## src/rtl/fetch_unit.sv

```systemverilog
// Instruction fetch stage with PC, IF/ID register and branch/jump redirect.
// Define IF_REDIRECT_FLUSH_EN to squash the wrong-path word on a taken redirect.
module fetch_unit #(
  parameter int               WIDTH    = 32,
  parameter logic [WIDTH-1:0] RESET_PC = '0,
  parameter logic [WIDTH-1:0] PC_STEP  = WIDTH'(1)
) (
  input  logic             clk,
  input  logic             rst,
  input  logic             stall,
  input  logic             Jump,
  input  logic             branchZ,
  input  logic             branchN,
  input  logic             jumpMem,
  input  logic             flag_z,
  input  logic             flag_n,
  input  logic [WIDTH-1:0] reg_target,
  input  logic [WIDTH-1:0] mem_target,
  output logic [WIDTH-1:0] imem_addr,
  input  logic [WIDTH-1:0] imem_rdata,
  output logic [WIDTH-1:0] id_instr,
  output logic [WIDTH-1:0] id_pc,
  output logic             id_valid,
  output logic [3:0]       opcode,
  output logic             redirect
);

`ifdef IF_REDIRECT_FLUSH_EN
  typedef enum logic [1:0] {FILL, RUN, BUBBLE} state_e;
`else
  typedef enum logic [1:0] {FILL, RUN} state_e;
`endif

  state_e           state_q, state_d;
  logic [WIDTH-1:0] pc_q, pc_d;
  logic [WIDTH-1:0] instr_q, instr_d;
  logic [WIDTH-1:0] idpc_q, idpc_d;
  logic             valid_q, valid_d;
  logic             red_q, red_d;
  logic             taken;
  logic [WIDTH-1:0] target;

  assign taken = Jump | (branchZ & flag_z)
               | (branchN & flag_n);
  assign target = jumpMem ? mem_target
                          : reg_target;

  always_comb begin
    state_d = state_q;
    pc_d    = pc_q;
    instr_d = instr_q;
    idpc_d  = idpc_q;
    valid_d = valid_q;
    red_d   = 1'b0;
    unique case (1'b1)
      taken: begin
        pc_d  = target;
        red_d = 1'b1;
`ifdef IF_REDIRECT_FLUSH_EN
        instr_d = '0;
        valid_d = 1'b0;
        idpc_d  = target;
        state_d = BUBBLE;
`else
        instr_d = imem_rdata;
        valid_d = 1'b1;
        idpc_d  = pc_q;
        state_d = RUN;
`endif
      end
      (stall && !taken): begin
      end
      default: begin
        pc_d    = pc_q + PC_STEP;
        instr_d = imem_rdata;
        idpc_d  = pc_q;
        valid_d = 1'b1;
        state_d = RUN;
      end
    endcase
  end

  always_ff @(posedge clk) begin
    if (rst) begin
      state_q <= FILL;
      pc_q    <= RESET_PC;
      instr_q <= '0;
      idpc_q  <= '0;
      valid_q <= 1'b0;
      red_q   <= 1'b0;
    end else begin
      state_q <= state_d;
      pc_q    <= pc_d;
      instr_q <= instr_d;
      idpc_q  <= idpc_d;
      valid_q <= valid_d;
      red_q   <= red_d;
    end
  end

  assign imem_addr = pc_q;
  assign id_instr  = instr_q;
  assign id_pc     = idpc_q;
  assign id_valid  = valid_q;
  assign opcode    = instr_q[WIDTH-1 -: 4];
  assign redirect  = red_q;

endmodule

```

## config.mk

```make
export PLATFORM = sky130hd
export DESIGN_NAME = fetch_unit
export DESIGN_NICKNAME = d
export VERILOG_FILES = /design/src/rtl/fetch_unit.sv
export SDC_FILE = /design/constraint.sdc
export NUM_CORES = 1
export LEC_CHECK = 0
export CORE_ASPECT_RATIO = 1.1
export CORE_UTILIZATION = 41
export DETAILED_ROUTE_END_ITERATION = 10
export GPL_ROUTABILITY_DRIVEN = 0
export PLACE_DENSITY_LB_ADDON = 0.05
export SLEW_MARGIN = 30
export SYNTH_ARGS = -nofsm -noshare
export SYNTH_HDL_FRONTEND = slang
export SYNTH_SLANG_ARGS = --single-unit
export TNS_END_PERCENT = 30
```

## constraint.sdc

```tcl
create_clock -name clk -period 2.15 [get_ports clk]
set_input_delay 0.3225 -clock clk [delete_from_list [all_inputs] [get_ports clk]]
set_output_delay 0.3225 -clock clk [all_outputs]
set_load 0.02 [all_outputs]
```

Word-level counts from Yosys, hierarchy flattened
Index checks and enable logic that the tools add are counted.

Register bits: 98. Input bits: 105. Output and inout port bits: 102. Word-level logic and storage cells: 15.

$add $sub $neg: 1. Multiplexer cells: 3. Bitwise gates (word level): 4. Reduce and logical (&&, ||, !) cells: 2.

Operators with widths (number): $pmux 32 s2 (1); $add 32x1->32 const B (1); $mux 32 (1); $and 1x1->1 (2); $or 1x1->1 (2); $logic_and 1x1->1 (1); $logic_not 1->1 (1); $mux 1 (1).

Depth between registers and ports, before layout
Gate-level depths: netlist of the first run.

Depth after elaboration: 6. Depth in mapped cells: 7. Gate-level depth less buffers: 6.

Least setup slack after synthesis of the first run
No wires, ideal clock.

Path type: reg-to-reg. From: register pc_q[8] (netlist: imem_addr[8]). To: register pc_q[29] (netlist: imem_addr[29]). Setup time: 0.074 ns. Arrival time: 1.988 ns. Required time: 2.076 ns. Path slack: 0.088 ns. Cell stages (with the launch flop): 7. Path buffers: 1. Path through: dfxtp_1 > and4_1 > buf_4 > nand4_4 > or4_4 > or3_1 > a31oi_1.

Cells in the longest elaborated chain, start to end: 2.

RTL lines: start, declared (line 35) `logic [WIDTH-1:0] pc_q, pc_d;`; start signal, assigned (line 93) `pc_q <= pc_d;`; $add 32x1->32 (line 74) `pc_d = pc_q + PC_STEP;`; $pmux 32 s2 (line 55) `unique case (1'b1)`.

No other way between the ends. A chain may end at the register's enable or synchronous reset.

Worst setup path in the final report of the first run
From: register pc_q[16] (netlist: imem_addr[16]). To: register pc_q[30] (netlist: imem_addr[30]).

Same word-level chain as after synthesis.

==> impl_results.md, run 1 <==
- Status: finished, final reports clean
- Crit share post-route: 0.944
- Area added between synthesis and finish: 61.0%
- First-pass GRT wire length: 20600 µm
- Reg2reg end: imem_addr[30]
- Critical R2R Launch: imem_addr[16]
- Core box area: 10400 µm²
- Util after Layout: 0.682
- Initial Util: 0.424
- N_diodes: 0
- R2R depth: 5
- Maximum vdd ir drop: 336 µV
- Worst hold start: id_instr[11]
- Setup TNS: 0 ns
- Power, Total: 4.69 mW
- Most common cell after layout, fill and taps aside: clkdlybuf4s50_1
- CP arrival: 2.28 ns
- Clock skew: 0.00627 ns
- Register area share after synthesis: 0.443
- Post-DP HPWL: 10100 µm
- Final min period: 2.03 ns
- Clock root cell: clkbuf_16
- Hold-fix buffers, CTS: 0
- Critical Path Sink: imem_addr[30]
- Initial DRC Count: 237
- Drt wl/cell: 14.7 µm
- Top_reg_cell synth: dfxtp_1
- Critical path startpoint: imem_addr[16]
- Endpoints failing setup: 0
- Post-synth EDFFs: 0
- Num rows: 39
- Max frequency: 0.493 GHz
- I/O pins: 207
- Setup Buffers After CTS: 0
- Port Buf Inserts: 206
- Die Wd: 101 µm
- Die Y-Extent: 111 µm
- Final Max Tran Viols: 0
- Synth unique cells: 39
- Syn Area/Cell: 8.06 µm²
- Mapped Cells: 549
- Syn. warnings: 0
- Critical Path Sink Type: register
- DRT Pass-1 Iters: 4
- Critical-path cell list: nand4_1, or4_1, nor4_1, xnor2_1, a211oi_1
- Hold Crit Class: reg -> reg
- CTS Sinks: 98
- Via count: 4597
- Overflow after GRT: 0
- Worst skew pair latency: 0.34 ns
- Remaining DRCs: 0
- TritonCTS clock tree: done
- Vias in the first global route: 4186
- Kind of critical path: reg -> reg
- Crit path largest cell delay: 0.62 ns
- Cell Area, Synth: 4420 µm²
- Static Leakage: 2.62 nW
- Rel. slew slack: 0.549
- Layout Nets: 868
- Global-route usage over all layers: 0.234
- RSZ-0062 raised after global routing: false
- # resized after CTS: 0
- Register bit total from synthesis: 98
- Via/cell ratio: 5.06
- Initial antenna violation count: 0
- PD cells: 659 nW/µm²
- Die Area: 11200 µm²
- Max cap viols: 0
- Async S/R FF share, synth: 0
- Cts bufs inserted: 9
- Most frequent cells in the layout: clkdlybuf4s50_1, nand2_1, dfxtp_1
- CP max stage cell: or4_1
- Routed wire length: 13400 µm
- Post-route cell area: 7120 µm²
- DP Area: 6850 µm²
- Syn_nets: 655
- Internal reg-to-reg setup slack: 0.12 ns
- Ratio of cells with drive above 1 in the final layout: 0.0863
- Final ANT Viol Nets: 0
- Fill cells: 918
- Startpoint types: register
- Worst Path Max Fanout: 7
- Final hold violations: 0
- Clock tree buffer depth: 2
- Max H-tree Level: 3
- Largest net degree at the start of global routing: 65
- CTS clock-pin slew for the worst setup and hold paths: 0.06 ns
- Worst path required time: 2.40 ns
- Worst Tran Pin Value: 0.676 ns
critical path: cells and delay by family, from the launching register on:
family	cells	cell delay, ns
XOR/XNOR	1	0.10
AND/OR/NAND/NOR	3	1.14
AO/OA/AOI/OAI	1	0.21
flip-flops	1	0.48
cells by family (layout without fill, tap and decap cells):
| kind of cell | Yosys count | after routing | synth area share |
|---|---|---|---|
| muxes | 14 | 14 | 0.0320 |
| and+or+nand+nor | 234 | 234 | 0.244 |
| AOI/OAI and AO/OA | 124 | 124 | 0.175 |
| buffers and inverters | 51 | 267 | 0.0495 |
| xor gates and xnor gates | 27 | 27 | 0.0534 |
| adders and majority gates | 1 | 1 | 0.00283 |
| DFF | 98 | 98 | 0.443 |
synth_stat cells (all sizes together) (2+ instances only):
cell,instances,area (µm²)
nand2,143,537
dfxtp,98,1960
a21oi,64,320
a211oi,47,353
clkbuf,39,148
xnor2,22,193
nor2b,21,131
nor2,15,56.3
mux2i,13,130
nand3,12,60.1
buf,10,63.8
nand4,10,77.6
nor3,9,45.0
nor4,5,31.3
xor2,5,43.8
and4,4,36.3
or3,4,25.0
a31oi,3,18.8
and3,3,18.8
o21ai,3,15.0
a211o,2,17.5
and2,2,12.5
inv,2,7.51
nor3b,2,15.0
or4,2,18.8
layout make-up:
cell class / instances / area [µm²] / area share
Clock buffer: 11 / 233 / 0.0327
Tap cell: 143 / 179 / 0.0251
Sequential cell: 98 / 1960 / 0.275
Timing Repair Buffer: 251 / 2440 / 0.343
Clock inverter: 3 / 42.5 / 0.00597
Multi-Input combinational cell: 400 / 2260 / 0.317
Inverter: 2 / 7.51 / 0.00105
state kept, by name, summed over array words and instances, names as in the netlist:
| name | count |
|---|---|
| id_instr | 32 |
| id_pc | 32 |
| imem_addr | 32 |
| id_valid | 1 |
| redirect | 1 |
metrics by stage:
| step | hold WS (ns) | instances | setup WS, ns |
|---|---|---|---|
| floorplan | 0.463 | 549 | 0.0883 |
| global placement | 0.437 | 894 | 0.107 |
| detailed placement | 0.443 | 894 | 0.0211 |
| CTS | 0.451 | 908 | 0.108 |
| global route | 0.465 | 908 | 0.00802 |
| finish | 0.449 | 908 | 0.121 |
how the worst min path moves through the flow:
stage / to / slack, ns / cells past startpoint
2_1_floorplan: id_instr[0] / 0.46 / 2
3_3_place_gp: id_instr[12] / 0.44 / 2
3_5_place_dp: id_instr[11] / 0.44 / 2
4_1_cts: id_pc[19] / 0.45 / 2
5_1_grt: id_instr[20] / 0.47 / 2
6_report: id_instr[11] / 0.45 / 2
report_power, final:
| part | internal [mW] | switching (mW) |
|---|---|---|
| sequential | 1.95 | 0.0882 |
| combinational | 0.595 | 0.540 |
| clock | 0.887 | 0.635 |
metal layers:
layer | part of all wire | vias up | track usage
li1 | - | 2325 | -
met1 | 0.44 | 2058 | 0.303
met2 | 0.47 | 197 | 0.384
met3 | 0.076 | 17 | 0.0448
met4 | 0.014 | 0 | 0.0841
met5 | 0 | - | 0
Power figures use the tool's default switching activity.
==> inputs of run 2 (changes only) <==
Settings changed: ABC_CLOCK_PERIOD_IN_PS set to 2150.
==> results of run 2 <==
The final DEF is identical to that of run 1; final timing and power are the same.
